--- config.mk ---
export PLATFORM = sky130hd
export DESIGN_NAME = mem_access_ctrl
export DESIGN_NICKNAME = d
export VERILOG_FILES = /design/src/rtl/mem_access_pkg.sv /design/src/rtl/mem_access_stats.sv /design/src/rtl/mem_access_ctrl.sv
export SDC_FILE = /design/constraint.sdc
export NUM_CORES = 1
export LEC_CHECK = 0
export CAP_MARGIN = 20
export CORE_MARGIN = 2
export CORE_UTILIZATION = 42
export DETAILED_ROUTE_END_ITERATION = 8
export DONT_BUFFER_PORTS = 1
export MAX_ROUTING_LAYER = met4
export PLACE_DENSITY_LB_ADDON = 0.3
export SLEW_MARGIN = 5
export SYNTH_ARGS = -nofsm -noshare
export SYNTH_HDL_FRONTEND = slang
export SYNTH_SLANG_ARGS = --single-unit
export TNS_END_PERCENT = 30
--- constraint.sdc ---
create_clock -name clk -period 2.6 [get_ports clk]
set_input_delay 0.78 -clock clk [delete_from_list [all_inputs] [get_ports clk]]
set_output_delay 0.78 -clock clk [all_outputs]
set_load 0.02 [all_outputs]
--- src/rtl/mem_access_pkg.sv ---
// Shared types and widths for the MEM-stage memory access controller.
// The optional hit/miss statistics are enabled with MEM_ACCESS_STATS_EN.
package mem_access_pkg;

  localparam int unsigned ADDR_W = 16;
  localparam int unsigned DATA_W = 16;
  localparam int unsigned WD_W   = 8;
  localparam int unsigned CNT_W  = 16;

  typedef enum logic [1:0] {
    ST_IDLE = 2'd0,
    ST_BUSY = 2'd1,
    ST_RESP = 2'd2
  } state_e;

endpackage

--- src/rtl/mem_access_stats.sv ---
// Saturating cache hit/miss counters, only built when MEM_ACCESS_STATS_EN is defined.
module mem_access_stats
  import mem_access_pkg::*;
(
  input  logic             clk,
  input  logic             rst,
  input  logic             hit_i,
  input  logic             miss_i,
  output logic [CNT_W-1:0] hit_count_o,
  output logic [CNT_W-1:0] miss_count_o
);

  logic [1:0]            inc;
  logic [1:0][CNT_W-1:0] cnt;

  assign inc = {miss_i, hit_i};

  for (genvar gi = 0; gi < 2; gi++) begin : g_cnt
    logic [CNT_W-1:0] cnt_q;
    logic [CNT_W-1:0] cnt_d;

    // Hold at all-ones rather than wrapping back to zero.
    always_comb begin
      cnt_d = cnt_q;
      if (inc[gi] && (cnt_q != {CNT_W{1'b1}})) begin
        cnt_d = cnt_q + 1'b1;
      end
    end

    always_ff @(posedge clk) begin
      if (rst) begin
        cnt_q <= '0;
      end else begin
        cnt_q <= cnt_d;
      end
    end

    assign cnt[gi] = cnt_q;
  end

  assign hit_count_o  = cnt[0];
  assign miss_count_o = cnt[1];

endmodule

--- src/rtl/mem_access_ctrl.sv ---
// Pipeline-side initiator for mem_system: one access at a time, misalignment reject, watchdog.
// Define MEM_ACCESS_STATS_EN to build the hit/miss counters; otherwise the count ports read 0.
module mem_access_ctrl
  import mem_access_pkg::*;
#(
  parameter int unsigned TIMEOUT_CYCLES = 64
) (
  input  logic              clk,
  input  logic              rst,
  input  logic              req_valid,
  input  logic              req_wr,
  input  logic [ADDR_W-1:0] req_addr,
  input  logic [DATA_W-1:0] req_wdata,
  output logic              req_ready,
  output logic              resp_valid,
  output logic [DATA_W-1:0] resp_rdata,
  output logic              resp_err,
  output logic              pipe_stall,
  output logic [ADDR_W-1:0] Addr,
  output logic [DATA_W-1:0] DataIn,
  output logic              Rd,
  output logic              Wr,
  input  logic [DATA_W-1:0] DataOut,
  input  logic              Done,
  input  logic              Stall,
  input  logic              CacheHit,
  input  logic              err,
  output logic [CNT_W-1:0]  hit_count,
  output logic [CNT_W-1:0]  miss_count
);

  state_e            state_q, state_d;
  logic [ADDR_W-1:0] addr_q;
  logic [DATA_W-1:0] data_q;
  logic [DATA_W-1:0] rdata_q;
  logic [WD_W-1:0]   wd_q;
  logic              rd_q, wr_q, err_q;
  logic              aligned, busy_done, timeout;

  // Stall only reports memory-side occupancy; completion is signalled by Done.
  logic unused_inputs;
  assign unused_inputs = ^{Stall, CacheHit};

  assign aligned   = ~req_addr[0];
  assign busy_done = (state_q == ST_BUSY) & Done;
  // Done in the last watchdog cycle is still a clean completion.
  assign timeout   = (state_q == ST_BUSY) & ~Done & (wd_q == WD_W'(TIMEOUT_CYCLES - 1));

  always_ff @(posedge clk) begin
    if (rst) begin
      state_q <= ST_IDLE;
    end else begin
      state_q <= state_d;
    end
  end

  always_comb begin
    state_d = state_q;
    case (state_q)
      ST_IDLE: if (req_valid) state_d = aligned ? ST_BUSY : ST_RESP;
      ST_BUSY: if (busy_done || timeout) state_d = ST_RESP;
      ST_RESP: state_d = ST_IDLE;
      default: state_d = ST_IDLE;
    endcase
  end

  always_comb begin
    req_ready  = 1'b0;
    resp_valid = 1'b0;
    resp_err   = 1'b0;
    pipe_stall = 1'b0;
    case (state_q)
      ST_IDLE: begin
        req_ready  = 1'b1;
        pipe_stall = req_valid;
      end
      ST_BUSY: pipe_stall = 1'b1;
      ST_RESP: begin
        resp_valid = 1'b1;
        resp_err   = err_q;
      end
      default: ;
    endcase
  end

  always_ff @(posedge clk) begin
    if (rst) begin
      addr_q  <= '0;
      data_q  <= '0;
      rdata_q <= '0;
      wd_q    <= '0;
      rd_q    <= 1'b0;
      wr_q    <= 1'b0;
      err_q   <= 1'b0;
    end else begin
      case (state_q)
        ST_IDLE: begin
          if (req_valid && aligned) begin
            addr_q <= req_addr;
            data_q <= req_wdata;
            rd_q   <= ~req_wr;
            wr_q   <= req_wr;
            wd_q   <= '0;
            err_q  <= 1'b0;
          end else if (req_valid) begin
            err_q  <= 1'b1;
          end
        end
        ST_BUSY: begin
          // Any err seen while the strobe is up taints the whole access.
          err_q <= err_q | err | timeout;
          wd_q  <= wd_q + 1'b1;
          if (Done && rd_q) rdata_q <= DataOut;
          if (Done || timeout) begin
            rd_q <= 1'b0;
            wr_q <= 1'b0;
          end
        end
        default: ;
      endcase
    end
  end

  assign Addr       = addr_q;
  assign DataIn     = data_q;
  assign Rd         = rd_q;
  assign Wr         = wr_q;
  assign resp_rdata = rdata_q;

`ifdef MEM_ACCESS_STATS_EN
  mem_access_stats u_stats (
    .clk          (clk),
    .rst          (rst),
    .hit_i        (busy_done & CacheHit),
    .miss_i       (busy_done & ~CacheHit),
    .hit_count_o  (hit_count),
    .miss_count_o (miss_count)
  );
`else
  assign hit_count  = '0;
  assign miss_count = '0;
`endif

endmodule

==> summary.txt, run 1 <==
Clocking
  – CTS buffer count: 9
  – Buffers inserted during post-CTS setup optimization: 0
  – Gates resized, CTS repair: 0
  – TritonCTS sink count: 61
  – TritonCTS clock tree: built
  – Cts hold-fix bufs: 0
  – Clk Latency, worst-skew pair: 0.33 ns
  – Clock-pin slew reported for the worst setup and hold paths after clock tree synthesis: 0.07 ns
  – Buffers from clock root to sink, at most: 2
  – Maximum level of the CTS H-tree: 3
  – CTS Root Cell: clkbuf_8

Setup path
  – Classification of the worst setup path: register to primary output
  – Critical path, cell by cell: nor2b_1 -> buf_4 -> and2_1
  – Worst reg-to-reg path cell count: 3
  – Longest individual stage delay on the worst path: 0.65 ns
  – Critical Path Source Type: register
  – Cell at the slowest stage of the critical path: dfxtp_1
  – Type of element capturing the critical path: primary output
  – Worst-path fanout max: 13
  – FF-to-FF setup slack: 0.80 ns
  – Endpoint required time on the critical path: 1.82 ns
  – Signal arrival time at the worst endpoint: 1.49 ns

Cells and area
  – Most common cell after layout, fill and taps aside: nand2_1
  – Number of nets in the layout: 373
  – Fraction of final layout cells sized beyond drive strength 1: 8.10%
  – Top library cells by usage in the layout, fill and taps aside: nand2_1, dfxtp_1, a21oi_1, conb_1, clkbuf_8
  – Antenna diode instance count: 0
  – Area growth syn-to-layout: 4.49%
  – Area of the multi-input gates: 0.00118 mm2
  – Filler Cells Inserted: 612
  – Area taken by flip-flops and latches: 0.00122 mm2
  – Non-filler cells in the finished layout: 396
  – Final core utilization: 46.2%

Routing
  – Post-detailed-route via-to-cell ratio: 5.17
  – Post-route met1 wirelength: 2360 um
  – Highest metal used: met4
  – Initial DRC Count: 90
  – Detailed-route wire length per cell: 14.1 um
  – Remaining antenna violation count after routing: 0
  – Length of the first detailed-routing pass in iterations: 4
  – Total via count in the routed design: 2048
  – Met2 Wirelength: 2560 um
  – Met3 layer wire length in the routed design: 590 um
  – Post-Route WL: 5600 um
  – Count of unresolved DRC violations after routing: 0

Power and ir drop
  – Leakage Power: 1.00 nW
  – Net switching power figure: 527 uW
  – Proportion of power drawn by the clock network: 43.3%
  – Pwr/cell area: 742 mW/mm2
  – Switch share: 25.7%
  – Peak supply drop: 0.392 mV
  – Fraction of power consumed by combinational cells: 6.9%
  – Power share of the sequential group: 49.8%
  – Internal power component: 1.53 mW

Timing
  – RSZ-0062 raised after global routing: false
  – Final total negative setup slack: 0 ns
  – Relative slew slack: 53.4%
  – Hold Violations, Final: 0
  – Slew Viols, Final: 0
  – Period Utilization, post-route: 87.2%
  – Final Setup Violations: 0
  – Final worst clock skew: 0.00877 ns
  – Tightest Pin Transition: 0.695 ns
  – Minimum clock period: 2.27 ns
  – F_max: 441 MHz

Floorplan
  – Placement row count: 28
  – Area of the die: 0.00695 mm2
  – Num ports: 142
  – Starting density of the core: 44.2%
  – Horizontal die dimension: 83.4 um
  – Core area: 0.00599 mm2
  – Die height: 83.4 um

Hold path
  – Count of cells along the worst hold path: 2
  – Class of the worst hold path: register to register

Placed design
  – Buffers added on ports: 0
  – Post-DP HPWL: 3720 um
  – Placer congestion estimate: 0.715
  – Placed insts: 380

Global routing
  – Global route total overflow: 0
  – Number of global-route vias before repair: 1959
  – Total Routing Usage GR: 16.3%
  – Largest net degree at the start of global routing: 62
  – Global-route wire length before repair: 9000 um
  – Initial antenna violation count: 0

Logic synthesis
  – Number of unique standard cell types used by synthesis: 40
  – Count of flip-flops with a built-in enable after synthesis: 0
  – Share of async-settable or async-resettable flops after synthesis: 0%
  – Flip-flop cell with the highest count after synthesis: dfxtp_1
  – Avg Cell Area, Syn: 8.22 um2
  – Cell area after synthesis: 0.00265 mm2
  – Yosys warning total: 0
  – Synthesized instance count: 322
  – Flip-flop and latch count after synthesis: 61
  – Part of the Yosys area used for sequential elements: 46.1%

Run
  – Count of max-cap constraint violations: 0

Run status
  – Status: finished clean
per-stage QoR:
stage / total power [mW] / area, um2 / setup WS, ns / hold slack, ns
2_1_floorplan: 1.21 / 2760 / 0.632 / 0.470
3_3_place_gp: 1.18 / 2550 / 0.680 / 0.482
3_5_place_dp: 1.19 / 2550 / 0.648 / 0.501
4_1_cts: 2.08 / 2770 / 0.322 / 0.487
5_1_grt: 2.14 / 2770 / 0.231 / 0.480
6_report: 2.05 / 2770 / 0.334 / 0.512
final cells by class:
| cell class | count | share of cell area [%] |
|---|---|---|
| Clock buffer | 13 | 6.11 |
| Clock inverter | 3 | 1.54 |
| Inverter | 4 | 0.543 |
| Multi-Input combinational cell | 236 | 42.7 |
| Sequential cell | 61 | 44.2 |
| Tap cell | 75 | 3.39 |
| Timing Repair Buffer | 4 | 1.54 |
power groups by stage:
stage	clock, mW	sequential [mW]	combinational (mW)
floorplan	0	1.03	0.179
global placement	0	1.04	0.141
detailed placement	0	1.04	0.143
CTS	0.914	1.02	0.143
global route	0.951	1.03	0.159
finish	0.888	1.02	0.142
per-layer routing:
| metal | track usage, % | up-vias |
|---|---|---|
| met5 | - | - |
| met4 | 6.26 | 0 |
| met3 | 8.15 | 9 |
| met2 | 25.4 | 100 |
| met1 | 17.9 | 936 |
| li1 | - | 1003 |
sequential cells by signal, indices dropped and copies added, names as in the netlist:
register / count
Addr: 16
DataIn: 16
resp_rdata: 16
wd_q: 8
state_q: 2
Rd: 1
Wr: 1
err_q: 1
critical path, delay by kind of cell, from the launching register on:
| kind | cells | cell delay, ns |
|---|---|---|
| flip-flops | 1 | 0.65 |
| AND/OR/NAND/NOR | 2 | 0.32 |
| buffers and inverters | 1 | 0.18 |
cells in the mapped netlist (4+ instances only):
cell type  number  area, um2
nand2_1        99        372
dfxtp_1        61       1220
a21oi_1        53        265
buf_4          34        255
buf_2           7       35.0
clkbuf_1        7       26.3
a211oi_1        4       30.0
a31oi_1         4       25.0
inv_1           4       15.0
nor2_1          4       15.0
cells by family (layout without fill, tap and decap cells):
family | count (synthesis) | after routing | share of synthesized area [%]
simple gates | 128 | 128 | 22.8
other cells | 1 | 32 | 0.142
fa+ha+maj | 1 | 1 | 0.473
compound gates | 75 | 75 | 16.5
flops | 61 | 61 | 46.1
buf+inv | 56 | 24 | 13.9
final timing paths:
check                   from       endpoint
setup / recovery  state_q[0]       resp_err
hold / removal       wd_q[7]        wd_q[7]
setup reg to reg  state_q[0]  resp_rdata[2]
hold reg to reg      wd_q[7]        wd_q[7]
No activity file was read; power rests on OpenSTA's default activity.
==> inputs of run 2 (changes only) <==
- RECOVER_POWER: not set -> 50
==> run 2 against run 1 <==
Effect of this change: core utilization fell by 0.54 points; clock power about the same; worst hold slack stayed put; non-clock buffer count did not move; global-route usage unchanged; critical path depth grew 2; die area stayed put; setup slack better by 0.028 ns; critical path type is now register to register.
==> summary.txt, run 2 (same netlist as run 1, synthesis figures left out) <==
Run status
  – Status: finished clean

Power and ir drop
  – Leakage Power: 0.992 nW (-0.83%)
  – Peak supply drop: 0.392 mV (about the same)
  – Pwr/cell area: 749 mW/mm2 (+0.97%)

Timing
  – Final critical-path setup slack: 0.362 ns (+0.0278 ns)
  – Final total negative setup slack: 0 ns (unchanged)
  – Minimum clock period: 2.24 ns (-0.0278 ns)
  – F_max: 447 MHz (+1.2%)
  – Final Setup Violations: 0 (unchanged)
  – Relative slew slack: 9.60% (-44 points)
  – Final worst clock skew: 0.00795 ns (-0.000812 ns)
  – Tightest Pin Transition: 1.34 ns (+0.642 ns)
  – Slew Viols, Final: 0 (unchanged)
  – Hold Violations, Final: 0 (unchanged)
  – Period Utilization, post-route: 86.1% (-1.1 points)
  – RSZ-0062 raised after global routing: false

Clocking
  – Gates resized, CTS repair: 0 (unchanged)
  – Clock-pin slew reported for the worst setup and hold paths after clock tree synthesis: 0.07 ns (about the same)
  – Maximum level of the CTS H-tree: 3 (unchanged)
  – Clk Latency, worst-skew pair: 0.33 ns (about the same)
  – CTS Root Cell: clkbuf_8
  – Buffers inserted during post-CTS setup optimization: 0 (unchanged)
  – TritonCTS clock tree: built
  – CTS buffer count: 9 (unchanged)
  – Buffers from clock root to sink, at most: 2 (unchanged)
  – TritonCTS sink count: 61 (unchanged)
  – Cts hold-fix bufs: 0 (unchanged)

Cells and area
  – Top library cells by usage in the layout, fill and taps aside: nand2_1, dfxtp_1, a21oi_1, conb_1, clkbuf_8
  – Antenna diode instance count: 0 (unchanged)
  – Most common cell after layout, fill and taps aside: nand2_1
  – Number of nets in the layout: 373 (unchanged)
  – Area growth syn-to-layout: 3.26%
  – Non-filler cells in the finished layout: 396 (unchanged)
  – Fraction of final layout cells sized beyond drive strength 1: 7.48% (-0.62 points)

Setup path
  – CP delay by family, top: simple AND/OR/NAND/NOR gates
  – Crit path to: DataIn[4]
  – WP depth: 5 (+2)
  – Critical Path Source Type: register
  – Signal arrival time at the worst endpoint: 2.50 ns (+1.01 ns)
  – Critical path, cell by cell: clkbuf_2 -> nor4b_1 -> buf_12 -> nand2_1 -> a21oi_1
  – Worst reg-to-reg path cell count: 5 (+2)
  – Worst-path fanout max: 33 (+20)
  – Reg-to-reg startpoint: state_q[1]
  – Number of buffers and inverters on the critical path: 2 (+1)
  – Reg-to-Reg End: DataIn[4]
  – Classification of the worst setup path: register to register
  – Endpoint required time on the critical path: 2.86 ns (+1.04 ns)
  – Longest individual stage delay on the worst path: 1.16 ns (+0.51 ns)
  – Type of element capturing the critical path: register
  – FF-to-FF setup slack: 0.36 ns (-0.44 ns)
  – Critical Path Source: state_q[1]
  – Cell at the slowest stage of the critical path: nor4b_1

Global routing
  – Global route total overflow: 0 (unchanged)
  – Initial antenna violation count: 0 (unchanged)
  – Total Routing Usage GR: 16.3% (unchanged)
  – Number of global-route vias before repair: 1959 (unchanged)
  – Largest net degree at the start of global routing: 62 (unchanged)
  – Global-route wire length before repair: 9000 um (unchanged)

Floorplan
  – Horizontal die dimension: 83.4 um (unchanged)
  – Core area: 0.00599 mm2 (unchanged)
  – Starting density of the core: 44.2% (unchanged)
  – Placement row count: 28 (unchanged)
  – Num ports: 142 (unchanged)
  – Die height: 83.4 um (unchanged)
  – Area of the die: 0.00695 mm2 (unchanged)

Routing
  – Post-detailed-route via-to-cell ratio: 5.17 (unchanged)
  – Total via count in the routed design: 2048 (unchanged)
  – Count of unresolved DRC violations after routing: 0 (unchanged)
  – Detailed-route wire length per cell: 14.1 um (+0.13%)
  – Post-Route WL: 5600 um (+0.13%)
  – Remaining antenna violation count after routing: 0 (unchanged)
  – Initial DRC Count: 86 (-4.4%)
  – Length of the first detailed-routing pass in iterations: 4 (unchanged)

Run
  – Count of max-cap constraint violations: 0 (unchanged)

Hold path
  – Class of the worst hold path: register to register

Placed design
  – Placed insts: 380 (unchanged)
  – DP Worst Slack: 0.648 ns (unchanged)
  – Placer congestion estimate: 0.715 (unchanged)
  – Post-DP HPWL: 3720 um (unchanged)
  – Buffers added on ports: 0 (unchanged)
[run 2: power by group]
group          total (mW)  switching (mW)  internal, mW
clock network       0.887           0.367         0.520
registers            1.02          0.0559         0.965
logic               0.139           0.102        0.0374
[run 2: worst min-delay path, cell delays in order, from the launching register on]
cell	delay, ns
dfxtp_1	0.32
o311ai_0	0.09
a21oi_1	0.06
[run 2: how the worst min path moves through the flow]
| stage | startpoint | to | slack [ns] | cells past startpoint |
|---|---|---|---|---|
| after floorplan | wd_q[7] | wd_q[7] | 0.47 | 2 |
| after global placement | wd_q[7] | wd_q[7] | 0.48 | 2 |
| after detailed placement | err_q | err_q | 0.50 | 2 |
| after CTS | rst | Addr[14] | 0.49 | 1 |
| after global routing | rst | DataIn[7] | 0.48 | 1 |
| final | wd_q[7] | wd_q[7] | 0.51 | 2 |
[run 2: layout make-up]
| type | instances | area [um2] |
|---|---|---|
| fillers | 617 | 3260 |
| flip-flops and latches | 61 | 1220 |
| multi-input cells | 236 | 1150 |
| clock buffers | 13 | 169 |
| well taps | 75 | 93.8 |
| clock inverters | 3 | 42.5 |
| repair buffers | 4 | 37.5 |
| inverters | 4 | 15.0 |
[run 2: metal layers]
metal | wire length (um) | share of wire [%] | global-route usage, % | up-vias
met2 | 2570 | 46 | 25.4 | 98
met5 | 0 | 0 | - | -
li1 | - | - | - | 1004
met4 | 80 | 1.4 | 6.26 | 0
met3 | 568 | 10 | 8.15 | 9
met1 | 2390 | 43 | 17.9 | 937
[run 2: per-stage QoR]
| stage | area (um2) | utilization, % | power, mW | hold slack [ns] |
|---|---|---|---|---|
| after floorplan | 2760 | - | 1.21 | 0.470 |
| after global placement | 2550 | 42.6 | 1.18 | 0.482 |
| after detailed placement | 2550 | 42.6 | 1.19 | 0.501 |
| after CTS | 2770 | 46.2 | 2.08 | 0.487 |
| after global routing | 2730 | 45.6 | 2.13 | 0.480 |
| final | 2730 | 45.6 | 2.05 | 0.512 |
